[config.mk]
export PLATFORM = sky130hd
export DESIGN_NAME = beat_scheduler
export DESIGN_NICKNAME = d
export VERILOG_FILES = /design/src/rtl/beat_scheduler.sv
export SDC_FILE = /design/constraint.sdc
export NUM_CORES = 1
export LEC_CHECK = 0
export CORE_UTILIZATION = 45
export DETAILED_ROUTE_END_ITERATION = 8
export GPL_ROUTABILITY_DRIVEN = 0
export GPL_TIMING_DRIVEN = 1
export PLACE_DENSITY_LB_ADDON = 0.2
export SLEW_MARGIN = 10
export SYNTH_ARGS = -nofsm -noshare
export SYNTH_HDL_FRONTEND = slang
export SYNTH_SLANG_ARGS = --single-unit
[constraint.sdc]
create_clock -name CLOCK_50 -period 3.66 [get_ports CLOCK_50]
set_clock_uncertainty 0.05 [all_clocks]
set_input_delay 0.732 -clock CLOCK_50 [delete_from_list [all_inputs] [get_ports CLOCK_50]]
set_output_delay 0.732 -clock CLOCK_50 [all_outputs]
set_load 0.01 [all_outputs]
[src/rtl/beat_scheduler.sv]
`default_nettype none
// ============================================================================
// Module      : beat_scheduler
// Description : 8-step, 2-track drum sequencer clocked by audio sample strobes,
//               with play/pause/stop control and double-buffered patterns.
// Revision    : 1.0 - initial release
// ============================================================================
module beat_scheduler #(
  parameter int GATE_LEN    = 2400,
  parameter int RESET_TEMPO = 6000
) (
  input  logic        CLOCK_50,
  input  logic        reset,
  input  logic        advance,
  input  logic        cmd_play,
  input  logic        cmd_stop,
  input  logic [15:0] tempo,
  input  logic        pat_wr,
  input  logic        pat_track,
  input  logic [7:0]  pat_data,
  output logic        pat_ack,
  output logic [2:0]  beat,
  output logic        step_strobe,
  output logic [1:0]  gate,
  output logic        running
);

  localparam logic [1:0]  c_idle        = 2'd0;
  localparam logic [1:0]  c_run         = 2'd1;
  localparam logic [1:0]  c_pause       = 2'd2;
  localparam logic [31:0] c_gate_len    = GATE_LEN;
  localparam logic [15:0] c_reset_tempo = RESET_TEMPO[15:0];

  logic [1:0]  r_state;
  logic [15:0] r_counter;
  logic [15:0] r_tempo_l;
  logic [2:0]  r_beat;
  logic        r_strobe;
  logic [1:0]  r_gate;
  logic        r_ack;
  logic [1:0]  r_pending;
  logic [7:0]  r_staged [2];
  logic [7:0]  r_active [2];

  logic        w_start;
  logic        w_stay_run;
  logic        w_boundary;
  logic        w_wr;
  logic        w_gate_window;
  logic [15:0] w_tempo_in;

  assign w_start       = (r_state == c_idle) && cmd_play && !cmd_stop;
  // Cycles that leave RUN neither count samples nor open a gate.
  assign w_stay_run    = (r_state == c_run) && !cmd_play && !cmd_stop;
  assign w_boundary    = w_stay_run && advance && (r_counter == r_tempo_l - 16'd1);
  assign w_wr          = pat_wr && !r_ack;
  assign w_gate_window = ({16'd0, r_counter} < c_gate_len);
  assign w_tempo_in    = (tempo == 16'd0) ? 16'd1 : tempo;

  always_ff @(posedge CLOCK_50 or negedge reset) begin
    if (!reset) begin
      r_state   <= c_idle;
      r_counter <= 16'd0;
      r_tempo_l <= c_reset_tempo;
      r_beat    <= 3'd0;
      r_strobe  <= 1'b0;
      r_gate    <= 2'b00;
      r_ack     <= 1'b0;
      r_pending <= 2'b00;
      for (int t = 0; t < 2; t++) begin
        r_staged[t] <= 8'd0;
        r_active[t] <= 8'd0;
      end
    end else begin
      r_strobe <= w_start || w_boundary;
      r_ack    <= w_wr;

      if (cmd_stop) begin
        r_state   <= c_idle;
        r_beat    <= 3'd0;
        r_counter <= 16'd0;
      end else if (cmd_play) begin
        case (r_state)
          c_idle: begin
            r_state   <= c_run;
            r_beat    <= 3'd0;
            r_counter <= 16'd0;
            r_tempo_l <= w_tempo_in;
          end
          c_run:   r_state <= c_pause;
          c_pause: r_state <= c_run;
          default: r_state <= c_idle;
        endcase
      end else if (w_boundary) begin
        r_counter <= 16'd0;
        r_beat    <= r_beat + 3'd1;
        r_tempo_l <= w_tempo_in;
      end else if ((r_state == c_run) && advance) begin
        r_counter <= r_counter + 16'd1;
      end

      for (int t = 0; t < 2; t++) begin
        r_gate[t] <= w_stay_run && r_active[t][r_beat] && w_gate_window;

        // Commit reads the pre-write staged value, so a write landing on a
        // boundary stays pending until the following boundary.
        if (r_pending[t] && (w_boundary || (r_state != c_run)))
          r_active[t] <= r_staged[t];

        if (w_wr && (pat_track == 1'(t))) begin
          r_staged[t]  <= pat_data;
          r_pending[t] <= 1'b1;
        end else if (r_pending[t] && (w_boundary || (r_state != c_run))) begin
          r_pending[t] <= 1'b0;
        end
      end
    end
  end

  assign pat_ack     = r_ack;
  assign beat        = r_beat;
  assign step_strobe = r_strobe;
  assign gate        = r_gate;
  assign running     = (r_state == c_run);

endmodule
`default_nettype wire

---- Yosys cells after proc, flatten, opt, wreduce, memory -nomap -nowiden ----
Cells that the tools add are included.
operators by class
  equality and inequality tests ........... 6
  order comparisons ....................... 2
  div/mod/pow operators ................... 0
  bitwise logic cells ..................... 2
  add/sub/neg operators ................... 3
  multiply operators ...................... 0
  shifts and indexed selects .............. 0
  reduce and logical (&&, ||, !) cells .... 33
  multiplexer cells ....................... 24
operators with widths
  cell                                                          count
  2-to-1 mux 16 bit                                             9
  adder 16 x 1 -> 16 bit, second input constant                 1
  equality test 16 bit                                          1
  logical AND 1 bit                                             16
  logical NOT 16 bit                                            1
  less-than comparator 16 x 12 -> 1 bit, second input constant  1
  subtractor 16 x 1 -> 16 bit, second input constant            1
  2-to-1 mux 3 bit                                              4
  nonzero test 2 bit                                            4
  binary-select mux 1 bit (select 3 bit)                        2
  2-to-1 mux 1 bit                                              6
  less-than comparator 3 x 4 -> 1 bit, second input constant    1
  2-to-1 mux 2 bit                                              2
  inequality test 2 x 1 -> 1 bit, second input constant         2
  one-hot mux 2 bit (2 select lines)                            1
  AND reduction 2 bit                                           2
  nonzero test 4 bit                                            1
  adder 3 x 1 -> 3 bit, second input constant                   1
  logical NOT 1 bit                                             3
  inequality test 3 x 1 -> 1 bit, second input constant         1
  AND reduction 3 bit                                           1
  nonzero test 3 bit                                            1
  equality test 2 x 1 -> 1 bit, second input constant           1
  equality test 2 bit, second input constant                    1
  other kinds (4)                                               6
word-level totals
  flip-flop bits (word level) ............. 75
  memory bits (read-only) ................. 0
  bits in latches ......................... 0
  memories kept ........................... 0
  bits in writable memories ............... 0
  output and inout port bits .............. 8

---- Longest topological paths before layout ----
  depth in word-level cells ............... 9
  mapped depth ............................ 11
  gate-level depth less buffers ........... 9

---- Worst setup path before layout ----
Ideal clock, no wire load.
  kind .................................... register to register
  from .................................... reg r_tempo_l[0]
  to ...................................... reg r_active[0] (netlist bit)
  path buffers ............................ 2
  arrival ................................. 2,552 ps
  setup slack ............................. 933 ps
  clock period less this slack ............ 2,727 ps
  setup time .............................. 125 ps
  stages on the path, launching flop included .. 12
  path through ............................ dfrtp_1 -> inv_1 -> ha_1 -> clkbuf_1 -> nor2b_1 -> nand2_2 -> nor4_1 -> o2111ai_1 -> nor4_4 -> buf_6 -> o21ai_4 -> mux2_4
between the ends
  longest elaborated chain between the ends .. 5
ends and longest elaborated chain
  element                         line  text
  start: declaration              36    logic [15:0] r_tempo_l;
  start signal: assignment        64    r_tempo_l <= c_reset_tempo;
  start signal: assignment        88    r_tempo_l <= w_tempo_in;
  start signal: assignment        97    r_tempo_l <= w_tempo_in;
  subtractor 16 x 1 -> 16 bit     55    assign w_boundary = w_stay_run && advance && (r_counter == r_tempo_l - 16'd1);
  equality test 16 bit            55
  logical AND 1 bit               55
  logical OR 1 bit                107   if (r_pending[t] && (w_boundary || (r_state != c_run)))
  logical AND 1 bit               107
  end signal: indexed assignment  108   r_active[t] <= r_staged[t];
  end: declaration                43    logic [7:0] r_active [2];
No other way between the ends.
A chain may end at the register's enable or synchronous reset.

---- Worst setup path in the final report ----
  from .................................... reg r_tempo_l[0]
  to ...................................... reg r_tempo_l[14]
between the ends
  longest elaborated chain between the ends .. 5
ends and longest elaborated chain
  element                        line
  subtractor 16 x 1 -> 16 bit    55
  equality test 16 bit           55
  logical AND 1 bit              55
  nonzero test 2 bit (no line)   --
  AND reduction 3 bit (no line)  --
No other way between the ends.

==> qor.csv <==
metric;value;unit
ys_top_cells_by_area;sky130_fd_sc_hd__dfrtp_1, sky130_fd_sc_hd__mux2_2, sky130_fd_sc_hd__dfstp_2;
grt_antenna_before_repair;0;
initial_utilization;0.468;
numClockSinks;75;
synthMostInstantiatedCell;sky130_fd_sc_hd__dfrtp_1;
cap_violations;0;
grt_first_pass_wirelength;12.9;mm
placeableCoreArea;8300;um^2
synth-edff-count;0;
relSlewSlack;0.256;
timing.final.max_slew_violations;0;
cts.repair.resized;0;
ys_seq_area_frac;0.486;
die_h;94.9;um
synth.top_cells.by_count;sky130_fd_sc_hd__dfrtp_1, sky130_fd_sc_hd__mux2_2, sky130_fd_sc_hd__xnor2_1;
setup.worst_path.start_class;flip-flop;
worst_slew_pin_slew;1.11;ns
clock_path_buffers;2;
port_buffers;38;
num_antenna_cells;0;
unrepaired_setup_endpoints_after_global_routing;false;
worst_ep_required_time;3.84;ns
power_density;465;nW/um^2
netlist-cell-type-count;53;
clock.fmax;308;MHz
design.die.area;9000;um^2
drtIter0Drc;110;
cts-root-buf;sky130_fd_sc_hd__clkbuf_8;
io_pins;39;
number_of_buffers_created_by_cts;9;
placementRows;33;
final_net_count;394;
syn-instance-count;319;
dieWidth;94.9;um
netlist_area;3880;um^2
worstPathMaxFanout;17;
max-vdd-ir-drop;0.305;mV
postCtsHoldBufs;0;
status;completed;
clk_latency;0.35;ns
drt-vias-per-instance;5.52;
fin_crit_share;0.887;
antenna_violating_nets_left;0;
first_global_vias;2639;
worst_hold_path_type;flip-flop to flip-flop;
hold_ws;0.425;ns
total_power;2.10;mW
num_vias;2588;
groute.usage.overall;0.189;
postCtsSetupBuffers;0;
worst_setup_path_end_kind;flip-flop;
tritoncts;done;
synth-async-reset-ratio;1.00;
ctsHtreeMaxLevel;3;
setup-tns-final;0;ns
post_synth.cell_area_avg;12.2;um^2
timing.final.crit_period;3.25;ns
remaining_drc_errors;0;
synth_top_area_share;0.438;
timing.final.setup_violations;0;
syn_to_final_growth;16.5;%
globalRouteOverflowTotal;0;
arrival;3.42;ns
synthFlopType;sky130_fd_sc_hd__dfrtp_1;
timing.final.hold_violations;0;
syn-num-nets;353;
route.final.wire_length;7.74;mm
yosys_warnings;0;
detailedRoute.firstPassIterationCount;4;
path_class;flip-flop to flip-flop;
static-leakage-power;1.92;nW
postLayoutCellArea;4520;um^2
synth.largest_area_cell;sky130_fd_sc_hd__dfrtp_1;
detailed_place_hpwl;5.54;mm
drive_above_1_share;0.234;
avgRoutedWirePerCell;16.5;um
ys_seq_elements;75;
clkSlewWorstSetupHoldPaths;0.07;ns
post_dp_cell_area;4360;um^2
maximum_number_of_pins_on_one_net_before_global_route_repair;76;
==> power by group <==
part	internal, mW	switching (mW)	total (mW)
Sequential	0.989	0.120	1.11
Combinational	0.272	0.176	0.448
Clock	0.243	0.305	0.548
==> final cells by class <==
type,instances,area [um^2]
clock buffer,11,131
clock inverter,4,28.8
fill,719,3780
inverter,7,26.3
multi-input combinational,224,1900
sequential,75,1890
tap,105,131
timing repair buffer,43,415
==> per-layer routing <==
layer	GRT usage	vias up	wire [um]	part of all wire
met5	0	-	0	0
li1	-	1241	-	-
met3	0.0362	10	288	0.037
met4	0.0720	0	130	0.017
met1	0.236	1273	3480	0.45
met2	0.324	64	3840	0.50
==> sequential cells by signal, summed over array words and instances (netlist names) <==
register and flops:
step_strobe 1, r_counter 16, beat 3, r_tempo_l 16, r_active 16, pat_ack 1
r_staged 16, gate 2, r_pending 2, r_state 2
==> cell families after synthesis <==
| logic type | after synthesis | synth area share |
|---|---|---|
| simple gates | 85 | 0.130 |
| compound gates | 46 | 0.0941 |
| buf+inv | 20 | 0.0239 |
| flops | 75 | 0.486 |
| xor+xnor | 34 | 0.0767 |
| fa+ha+maj | 3 | 0.00967 |
| mux | 56 | 0.180 |
==> worst paths after layout <==
kind / startpoint / endpoint / slack (ns) / cells after the start
min reg2reg: pat_ack$_DFF_PN0_ / pat_ack$_DFF_PN0_ / 0.42 / 1
max reg2reg: r_tempo_l[0]$_DFFE_PN0P_ / r_tempo_l[14]$_DFFE_PN0P_ / 0.41 / 9
max in group asynchronous: reset / r_tempo_l[2]$_DFFE_PN0P_ / 2.48 / 1
min in group asynchronous: reset / r_tempo_l[11]$_DFFE_PN0P_ / 0.47 / 1
min: pat_ack$_DFF_PN0_ / pat_ack$_DFF_PN0_ / 0.42 / 1
max: r_tempo_l[0]$_DFFE_PN0P_ / r_tempo_l[14]$_DFFE_PN0P_ / 0.41 / 9
==> layout by cell type, fill, tap and decap left out, drive strengths merged, types with 2 or more instances in the layout <==
cell / synthesis / layout
nor3: 9 / 9
clkdlybuf4s50: 0 / 37
xor2: 13 / 13
nand3b: 4 / 4
mux4: 4 / 4
inv: 7 / 7
buf: 4 / 6
clkinv: 0 / 2
nor4: 9 / 9
a211o: 3 / 3
nand2: 11 / 11
clkinvlp: 0 / 2
a21o: 5 / 5
nand2b: 4 / 4
or3: 4 / 4
o2111ai: 2 / 2
o21ai: 6 / 6
a22o: 2 / 2
o21a: 11 / 11
nor2: 17 / 17
nor2b: 7 / 7
ha: 3 / 3
a221o: 2 / 2
nand4: 5 / 5
mux2i: 5 / 5
mux2: 47 / 47
xnor2: 21 / 21
clkbuf: 9 / 11
a21oi: 5 / 5
nand3: 8 / 8
dfrtp: 68 / 68
dfstp: 7 / 7
==> per-stage QoR <==
step                      setup WS [ns]  utilization  std cells
after floorplan                   0.933            -        319
after detailed placement          0.294        0.526        454
after CTS                         0.350        0.545        469
final                             0.413        0.545        469
after global placement            0.397        0.526        454
after global routing              0.172        0.545        469
==> worst max-delay path, cell delays in order, from the launching register on <==
cell	delay [ns]
sky130_fd_sc_hd__dfrtp_1	0.45
sky130_fd_sc_hd__inv_1	0.11
sky130_fd_sc_hd__ha_1	0.30
sky130_fd_sc_hd__nor2b_1	0.31
sky130_fd_sc_hd__nand2_2	0.09
sky130_fd_sc_hd__o211a_1	0.24
sky130_fd_sc_hd__o2111ai_1	0.39
sky130_fd_sc_hd__nor4_4	0.11
sky130_fd_sc_hd__nor2_2	0.66
sky130_fd_sc_hd__mux2_2	0.41
(Power assumes the default switching activity.)
